## src/rtl/spin_readout.sv

```systemverilog
// spin_readout: turns the asynchronous phase outputs of the coupled-RO array
// into one binary spin per oscillator. Every phase is synchronised into clk and
// XORed with the synchronised reference phase. The mismatches are counted over
// a programmable window, and a strict-majority vote per oscillator sets its spin.
//
// Ports:
//   clk         system / AXI clock
//   axi_rstn    async active-low reset
//   ising_rstn  oscillator enable (async, synchronised here); low aborts a run
//   phase_in    async oscillator phases, one per spin
//   phase_ref   async reference oscillator phase
//   start       measurement request, accepted only while idle
//   win_len     window length in clk cycles, sampled together with start
//   busy        a measurement is in progress
//   done        1-cycle pulse: spins updated
//   abort       1-cycle pulse: measurement cancelled by ising_rstn
//   err         1-cycle pulse: start rejected because win_len was 0
//   spins       last completed result, 1 = anti-phase to the reference
module spin_readout #(
  parameter int unsigned NUM_SPINS   = 32,
  parameter int unsigned WIN_BITS    = 16,
  parameter int unsigned SYNC_STAGES = 2
) (
  input  logic                 clk,
  input  logic                 axi_rstn,
  input  logic                 ising_rstn,
  input  logic [NUM_SPINS-1:0] phase_in,
  input  logic                 phase_ref,
  input  logic                 start,
  input  logic [WIN_BITS-1:0]  win_len,
  output logic                 busy,
  output logic                 done,
  output logic                 abort,
  output logic                 err,
  output logic [NUM_SPINS-1:0] spins
);

  // Synchronised vector layout: {ising_rstn, phase_ref, phase_in}
  localparam int unsigned SYNC_W = NUM_SPINS + 2;

  localparam logic [1:0] S_IDLE   = 2'd0;
  localparam logic [1:0] S_SAMPLE = 2'd1;
  localparam logic [1:0] S_DONE   = 2'd2;

  logic [SYNC_STAGES-1:0][SYNC_W-1:0]   r_sync;
  logic [1:0]                           r_state;
  logic [WIN_BITS-1:0]                  r_len;
  logic [WIN_BITS-1:0]                  r_cyc;
  logic [NUM_SPINS-1:0][WIN_BITS-1:0]   r_cnt;
  logic [NUM_SPINS-1:0]                 r_spins;
  logic                                 r_busy;
  logic                                 r_done;
  logic                                 r_abort;
  logic                                 r_err;

  logic                                 w_run;
  logic                                 w_ref;
  logic [NUM_SPINS-1:0]                 w_mis;
  logic [NUM_SPINS-1:0]                 w_vote;
  logic [WIN_BITS-1:0]                  w_cyc_inc;
  logic [1:0]                           w_state_nxt;
  logic                                 w_busy_nxt;
  logic                                 w_done_nxt;
  logic                                 w_abort_nxt;
  logic                                 w_err_nxt;
  logic                                 w_clr;
  logic                                 w_acc;
  logic                                 w_load;

  // Multi-stage synchroniser for every asynchronous input
  always_ff @(posedge clk or negedge axi_rstn) begin
    if (!axi_rstn) begin
      r_sync <= '0;
    end else begin
      r_sync <= {r_sync[SYNC_STAGES-2:0], {ising_rstn, phase_ref, phase_in}};
    end
  end

  assign w_run     = r_sync[SYNC_STAGES-1][SYNC_W-1];
  assign w_ref     = r_sync[SYNC_STAGES-1][NUM_SPINS];
  assign w_mis     = r_sync[SYNC_STAGES-1][NUM_SPINS-1:0] ^ {NUM_SPINS{w_ref}};
  assign w_cyc_inc = r_cyc + WIN_BITS'(1);

  // Strict majority: 2*cnt > len, evaluated one bit wider so nothing wraps
  always_comb begin
    w_vote = '0;
    for (int unsigned i = 0; i < NUM_SPINS; i++) begin
      w_vote[i] = ({r_cnt[i], 1'b0} > {1'b0, r_len});
    end
  end

  // State register
  always_ff @(posedge clk or negedge axi_rstn) begin
    if (!axi_rstn) begin
      r_state <= S_IDLE;
    end else begin
      r_state <= w_state_nxt;
    end
  end

  // Next-state and control decode; abort wins over window completion
  always_comb begin
    w_state_nxt = r_state;
    w_busy_nxt  = r_busy;
    w_done_nxt  = 1'b0;
    w_abort_nxt = 1'b0;
    w_err_nxt   = 1'b0;
    w_clr       = 1'b0;
    w_acc       = 1'b0;
    w_load      = 1'b0;
    case (r_state)
      S_IDLE: begin
        w_busy_nxt = 1'b0;
        if (start) begin
          if (win_len != '0) begin
            w_state_nxt = S_SAMPLE;
            w_busy_nxt  = 1'b1;
            w_clr       = 1'b1;
          end else begin
            w_err_nxt = 1'b1;
          end
        end
      end
      S_SAMPLE: begin
        if (!w_run) begin
          w_state_nxt = S_IDLE;
          w_busy_nxt  = 1'b0;
          w_abort_nxt = 1'b1;
        end else begin
          w_acc = 1'b1;
          if (w_cyc_inc == r_len) begin
            w_state_nxt = S_DONE;
          end
        end
      end
      S_DONE: begin
        w_state_nxt = S_IDLE;
        w_busy_nxt  = 1'b0;
        if (!w_run) begin
          w_abort_nxt = 1'b1;
        end else begin
          w_load     = 1'b1;
          w_done_nxt = 1'b1;
        end
      end
      default: begin
        w_state_nxt = S_IDLE;
        w_busy_nxt  = 1'b0;
      end
    endcase
  end

  // Registered status outputs
  always_ff @(posedge clk or negedge axi_rstn) begin
    if (!axi_rstn) begin
      r_busy  <= 1'b0;
      r_done  <= 1'b0;
      r_abort <= 1'b0;
      r_err   <= 1'b0;
    end else begin
      r_busy  <= w_busy_nxt;
      r_done  <= w_done_nxt;
      r_abort <= w_abort_nxt;
      r_err   <= w_err_nxt;
    end
  end

  // Window length, cycle counter and per-spin mismatch counters
  always_ff @(posedge clk or negedge axi_rstn) begin
    if (!axi_rstn) begin
      r_len <= '0;
      r_cyc <= '0;
      r_cnt <= '0;
    end else if (w_clr) begin
      r_len <= win_len;
      r_cyc <= '0;
      r_cnt <= '0;
    end else if (w_acc) begin
      r_cyc <= w_cyc_inc;
      for (int unsigned i = 0; i < NUM_SPINS; i++) begin
        r_cnt[i] <= r_cnt[i] + WIN_BITS'(w_mis[i]);
      end
    end
  end

  // Result register, only touched on a completed window
  always_ff @(posedge clk or negedge axi_rstn) begin
    if (!axi_rstn) begin
      r_spins <= '0;
    end else if (w_load) begin
      r_spins <= w_vote;
    end
  end

  assign busy  = r_busy;
  assign done  = r_done;
  assign abort = r_abort;
  assign err   = r_err;
  assign spins = r_spins;

endmodule

```

## config.mk

```make
export PLATFORM = sky130hd
export DESIGN_NAME = spin_readout
export DESIGN_NICKNAME = d
export VERILOG_FILES = /design/src/rtl/spin_readout.sv
export SDC_FILE = /design/constraint.sdc
export NUM_CORES = 2
export LEC_CHECK = 0
export CAP_MARGIN = 20
export CELL_PAD_IN_SITES_DETAIL_PLACEMENT = 1
export CELL_PAD_IN_SITES_GLOBAL_PLACEMENT = 1
export CORE_ASPECT_RATIO = 2
export CORE_MARGIN = 2
export CORE_UTILIZATION = 45
export DETAILED_ROUTE_END_ITERATION = 10
export PLACE_DENSITY = 0.78
export SETUP_SLACK_MARGIN = 0.15
export SYNTH_ARGS = -nofsm -noshare
export SYNTH_HDL_FRONTEND = slang
export SYNTH_SLANG_ARGS = --single-unit
export TNS_END_PERCENT = 50
```

## constraint.sdc

```tcl
create_clock -name clk -period 3.2 [get_ports clk]
set_input_delay 0.64 -clock clk [delete_from_list [all_inputs] [get_ports clk]]
set_output_delay 0.64 -clock clk [all_outputs]
set_load 0.01 [all_outputs]
```

Word level (Yosys, flattened, before mapping)
Cells that the tools add are included.

word-level totals
  flip-flop bits (word level) = 650
  input port bits = 53
  output and inout port bits = 36

operators by class
  add/sub/neg operators = 33
  magnitude comparators = 32
  multiplexer cells = 22
  bitwise logic cells = 1
  reduce and logical (&&, ||, !) cells = 5
  eq/ne operators = 7

operator list
  operator                                                                number
  512-bit 2-to-1 mux                                                      2
  17-bit by 16-bit > comparator with 1-bit output                         32
  16-bit by 1-bit adder with 16-bit output                                32
  16-bit 2-to-1 mux                                                       2
  32-bit XOR                                                              1
  16-bit by 1-bit adder with 16-bit output (second input constant)        1
  16-bit equality test                                                    1
  16-bit nonzero test                                                     1
  1-bit 2-to-1 mux                                                        12
  2-bit 2-to-1 mux                                                        4
  2-bit inequality test (second input constant)                           3
  2-bit one-hot mux with 2 select lines                                   1
  3-bit inequality test (second input constant)                           1
  3-bit AND reduction                                                     1
  2-bit by 1-bit equality test with 1-bit output (second input constant)  1
  2-bit equality test (second input constant)                             1
  2-bit logical NOT                                                       1
  1-bit one-hot mux with 2 select lines                                   1
  2-bit nonzero test                                                      1
  2-bit OR reduction                                                      1

Depth between registers and ports, before layout
  depth after elaboration = 5
  mapped depth = 12

Worst setup path after synthesis
Ideal clock, no wire load.

  path type = register -> register
  start point = register r_len[6]
  end point = register r_spins[23], in the netlist spins[23]
  cell stages (with the launch flop) = 11
  arrival time = 2.565 ns
  slack = 0.499 ns
  required time = 3.064 ns
  period minus slack after synthesis = 2.701 ns
  cell sequence = dfrtp_1 inv_1 ha_1 a21o_1 a21o_1 a21o_1 a21o_1 a221oi_1 o21ai_0 a21oi_1 o21ai_0

between the ends
  word-level cells in the longest chain between the ends = 1

ends and longest elaborated chain
  what                                             RTL line  RTL
  start: declaration                               47        logic [WIN_BITS-1:0] r_len;
  start signal: assignment                         175       r_len <= win_len;
  17-bit by 16-bit > comparator with 1-bit output  88        w_vote[i] = ({r_cnt[i], 1'b0} > {1'b0, r_len});
  end signal: assignment                           191       r_spins <= w_vote;
  end: declaration                                 50        logic [NUM_SPINS-1:0] r_spins;

No other way between the ends.
A chain may end at the register's enable or synchronous reset.

Final worst setup path
  start point = register r_len[6]
  end point = register r_spins[22], in the netlist spins[22]

Same word-level chain as after synthesis.

==> results.md <==
* Run status: completed
* Final Hold Slack at roughly 0.35 ns
* Core Footprint at around 90000 sq um
* Power share of the combinational group at 0.380
* Clock tree from TritonCTS: built
* Buffer count from post-CTS setup fixing at 0
* Worst Tran Pin Value at 0.804 ns
* Maximum single-stage delay on the critical path at roughly 0.47 ns
* Sequential fraction of the synthesis area at 0.406
* P_leak at about 22 nW
* I/O Buffers at 88
* Crit-path slowest cell: sky130_fd_sc_hd__dfrtp_1
* Power share of the sequential group at 0.325
* Highest ir drop seen on vdd at roughly 580 uV
* Final period util at 0.906
* Setup crit start kind: flop
* Mean instance size in the synthesized netlist at 9.54 sq um
* CP cell instances: inv_2 -> buf_4 -> ha_1 -> a21o_1 -> a21o_1 -> a21oi_1 -> nand3_1 -> a211o_1 -> a21oi_1 -> a21oi_1
* Sum of negative setup slack at 0 ns
* Antenna fix cells at 0
* Number of rows in the core area at 154
* Worst Setup End Kind: flop
* Remaining DRCs at 0
* Root Driver: sky130_fd_sc_hd__clkbuf_16
* Per-cell via count in the routed design at just under 6
* Number of resized instances in the post-cts repair step at 0
* Overall global routing resource usage at 0.270
* Post-DP HPWL at 85.7 mm
* Required time at the worst-slack endpoint at 3.73 ns
* Die extent in x at roughly 220 um
* Placer congestion estimate at 0.859
* Slew headroom at 0.464
* Power per unit of standard cell area at between 600 and 700 nW/um^2
* Largest net degree at the start of global routing at 99
* Initial antenna violation count at 0
* Post-layout nets at 4975
* Number of clock sinks at between 600 and 700
* Growth of design area from synthesis to finish at 13.7%
* Number of primary I/O pins at between 80 and 90
* Worst slack at placement at approximately 0.21 ns
* Die height at around 430 um
* Cell types occupying the most area after synthesis: sky130_fd_sc_hd__dfrtp_1, sky130_fd_sc_hd__ha_1, sky130_fd_sc_hd__xor2_1, sky130_fd_sc_hd__nor2_1, sky130_fd_sc_hd__a21oi_1
* Total vias in the final route at 33.0k
* Number of violations of the max-capacitance limit at 0
* Number of nets with antenna violations after detailed routing at 0
* Kind of cell adding the most delay to the critical path: compound AO/OA/AOI/OAI gates
* Count of state elements after synthesis at between 600 and 700
* Hold Violations, Final at 0
* Maximum fanout encountered on the critical timing path at 10
* Net load switching power at 11.0 mW
* Critical path buffers and inverters at 2
* Clock share of power at 0.295
* YS warnings at 0
* Synth top area share at 0.406
* Crit path setup slack, layout at between 0.3 and 0.4 ns
* Max frequency at between 0.3 and 0.4 GHz
* Critical path class: reg2reg
* Worst-skew pair later-pin latency at 0.67 ns
* Initial DRT Pass Iterations at 4
* Setup repair after global routing missed its margin: false
* Cell variety after synth at 60
* Number of flops mapped to enable cells by yosys at 0
* Final-report max-slew violation count at 0
* Async SR Flop Fraction at 1.00
* Class of the most critical hold timing path: reg2reg
* Number of global-route vias before repair at approximately 37k
* Most common cell in the synthesized netlist: sky130_fd_sc_hd__dfrtp_1
* Fraction of final layout cells with drive strength greater than 1 at 0.0615
* Largest buffer count on any clock path at 3
* Data arrival at the endpoint of the critical path at 3.42 ns
* CTS buffer count at 67
* Post-synth top flop: sky130_fd_sc_hd__dfrtp_1
* Min cycle time layout at just under 3 ns
* Number of setup violations in the final report at 0
* Global-route wire length before repair at 196 mm
* Synthesized instance count at 4204
* Die area at between 90000 and 100000 sq um
* Detailed-route wire length at around 120 mm
* DRT iter0 DRCs at between 1k and 1.5k
* Starting density of the core at 0.454
* Share of total power consumed by net switching at 0.390
* Clock transition time at the flip-flop clock pins of the worst setup and hold paths at ~0.060 ns
* Internal Dissipation at 17.2 mW
* H-tree Lvls at 3
* Synth Net Count at 4805
* Cell mode on critical path: sky130_fd_sc_hd__a21oi_1
* Reg-to-reg setup timing slack at 0.30 ns
* Library cell occupying the most area in the post-synthesis netlist: sky130_fd_sc_hd__dfrtp_1
* Clk_skew at about 0.024 ns
* Routed wire length per instance at about 22 um
* Cell area after synthesis at between 40000 and 50000 sq um
* Final global-route overflow total at 0
* Most common library cells after synthesis: sky130_fd_sc_hd__dfrtp_1, sky130_fd_sc_hd__nor2_1, sky130_fd_sc_hd__ha_1, sky130_fd_sc_hd__nand2_1, sky130_fd_sc_hd__xor2_1
metrics by stage:
stage	instances	utilization	power [mW]	area [sq um]
after global placement	5474	0.491	19.4	43300
final	5595	0.517	28.2	45600
after global routing	5595	0.517	29.8	45600
after detailed placement	5474	0.491	19.9	43300
after CTS	5595	0.517	28.4	45600
after floorplan	4204	-	14.9	40100
worst register-to-register path, delay by kind of cell (launching register included):
family                   cells  cell delay [ns]
adder cells (fa/ha/maj)      1             0.31
flip-flops                   1             0.47
AO/OA/AOI/OAI                6             1.14
AND/OR/NAND/NOR              1             0.09
buffers and inverters        2             0.74
cell families after synthesis:
family / after synthesis / share of synthesized area
and+or+nand+nor: 1708 / 0.206
AOI/OAI and AO/OA: 676 / 0.102
DFF: 650 / 0.406
adders and majority gates: 548 / 0.171
xor gates and xnor gates: 449 / 0.0981
buffers and inverters: 172 / 0.0178
muxes: 1 / 0.000281
path summary, 6_finish.rpt:
kind                       startpoint    endpoint  depth (start not counted)
setup / recovery             r_len[6]   spins[22]                         10
hold / removal             r_sync[12]  r_sync[46]                          0
setup reg to reg             r_len[6]   spins[22]                         10
hold reg to reg            r_sync[12]  r_sync[46]                          0
max in group asynchronous    axi_rstn  r_sync[29]                          3
min in group asynchronous    axi_rstn   r_cnt[96]                          2
power by group through the flow:
stage	clock (mW)	combinational, mW	sequential, mW
5_1_grt	8.79	11.8	9.22
2_1_floorplan	0	5.79	9.10
6_report	8.31	10.7	9.16
3_5_place_dp	0	10.6	9.30
4_1_cts	8.51	10.7	9.16
3_3_place_gp	0	10.1	9.28
layout by cell type, fill, tap and decap left out, drive strengths merged, types with 26 or more instances in the layout:
master         count
a211o             28
or3               74
and3              82
o21a              41
ha               548
nand2            366
nor2             563
inv               55
clkdlybuf4s50     87
nor2b             62
o21ai            142
a21oi            278
clkbuf           101
nor3              26
nand3            192
nand4            204
nor3b             30
dfrtp            650
xor2             347
xnor2            102
buf              132
a21o             118
metal layers:
| layer | wire length (um) | vias to the layer above | GRT usage | part of all wire |
|---|---|---|---|---|
| met2 | 63600 | 578 | 0.502 | 0.52 |
| met5 | 0 | - | 0 | 0 |
| met4 | 6290 | 0 | 0.136 | 0.052 |
| li1 | - | 15212 | - | - |
| met3 | 4170 | 300 | 0.0397 | 0.034 |
| met1 | 47500 | 16937 | 0.297 | 0.39 |
state kept, by name (all words and copies together), names as in the netlist:
signal / count
done: 1
r_sync: 68
r_state: 2
r_cnt: 512
spins: 32
r_cyc: 16
err: 1
abort: 1
busy: 1
r_len: 16
area by class of cell:
| type | count | area [sq um] |
|---|---|---|
| sequential | 650 | 16300 |
| clock inverter | 19 | 235 |
| fill | 10143 | 42600 |
| inverter | 53 | 200 |
| multi-input combinational | 3382 | 23100 |
| timing repair buffer | 220 | 2280 |
| tap | 1170 | 1460 |
| clock buffer | 101 | 2030 |
timing repair:
action | CTS | global route
hold buffers | 1 | 0
setup endpoints to repair | 0 | 0
hold endpoints to repair | 26 | 0
Note: power is estimated with default switching activity, not from simulation.
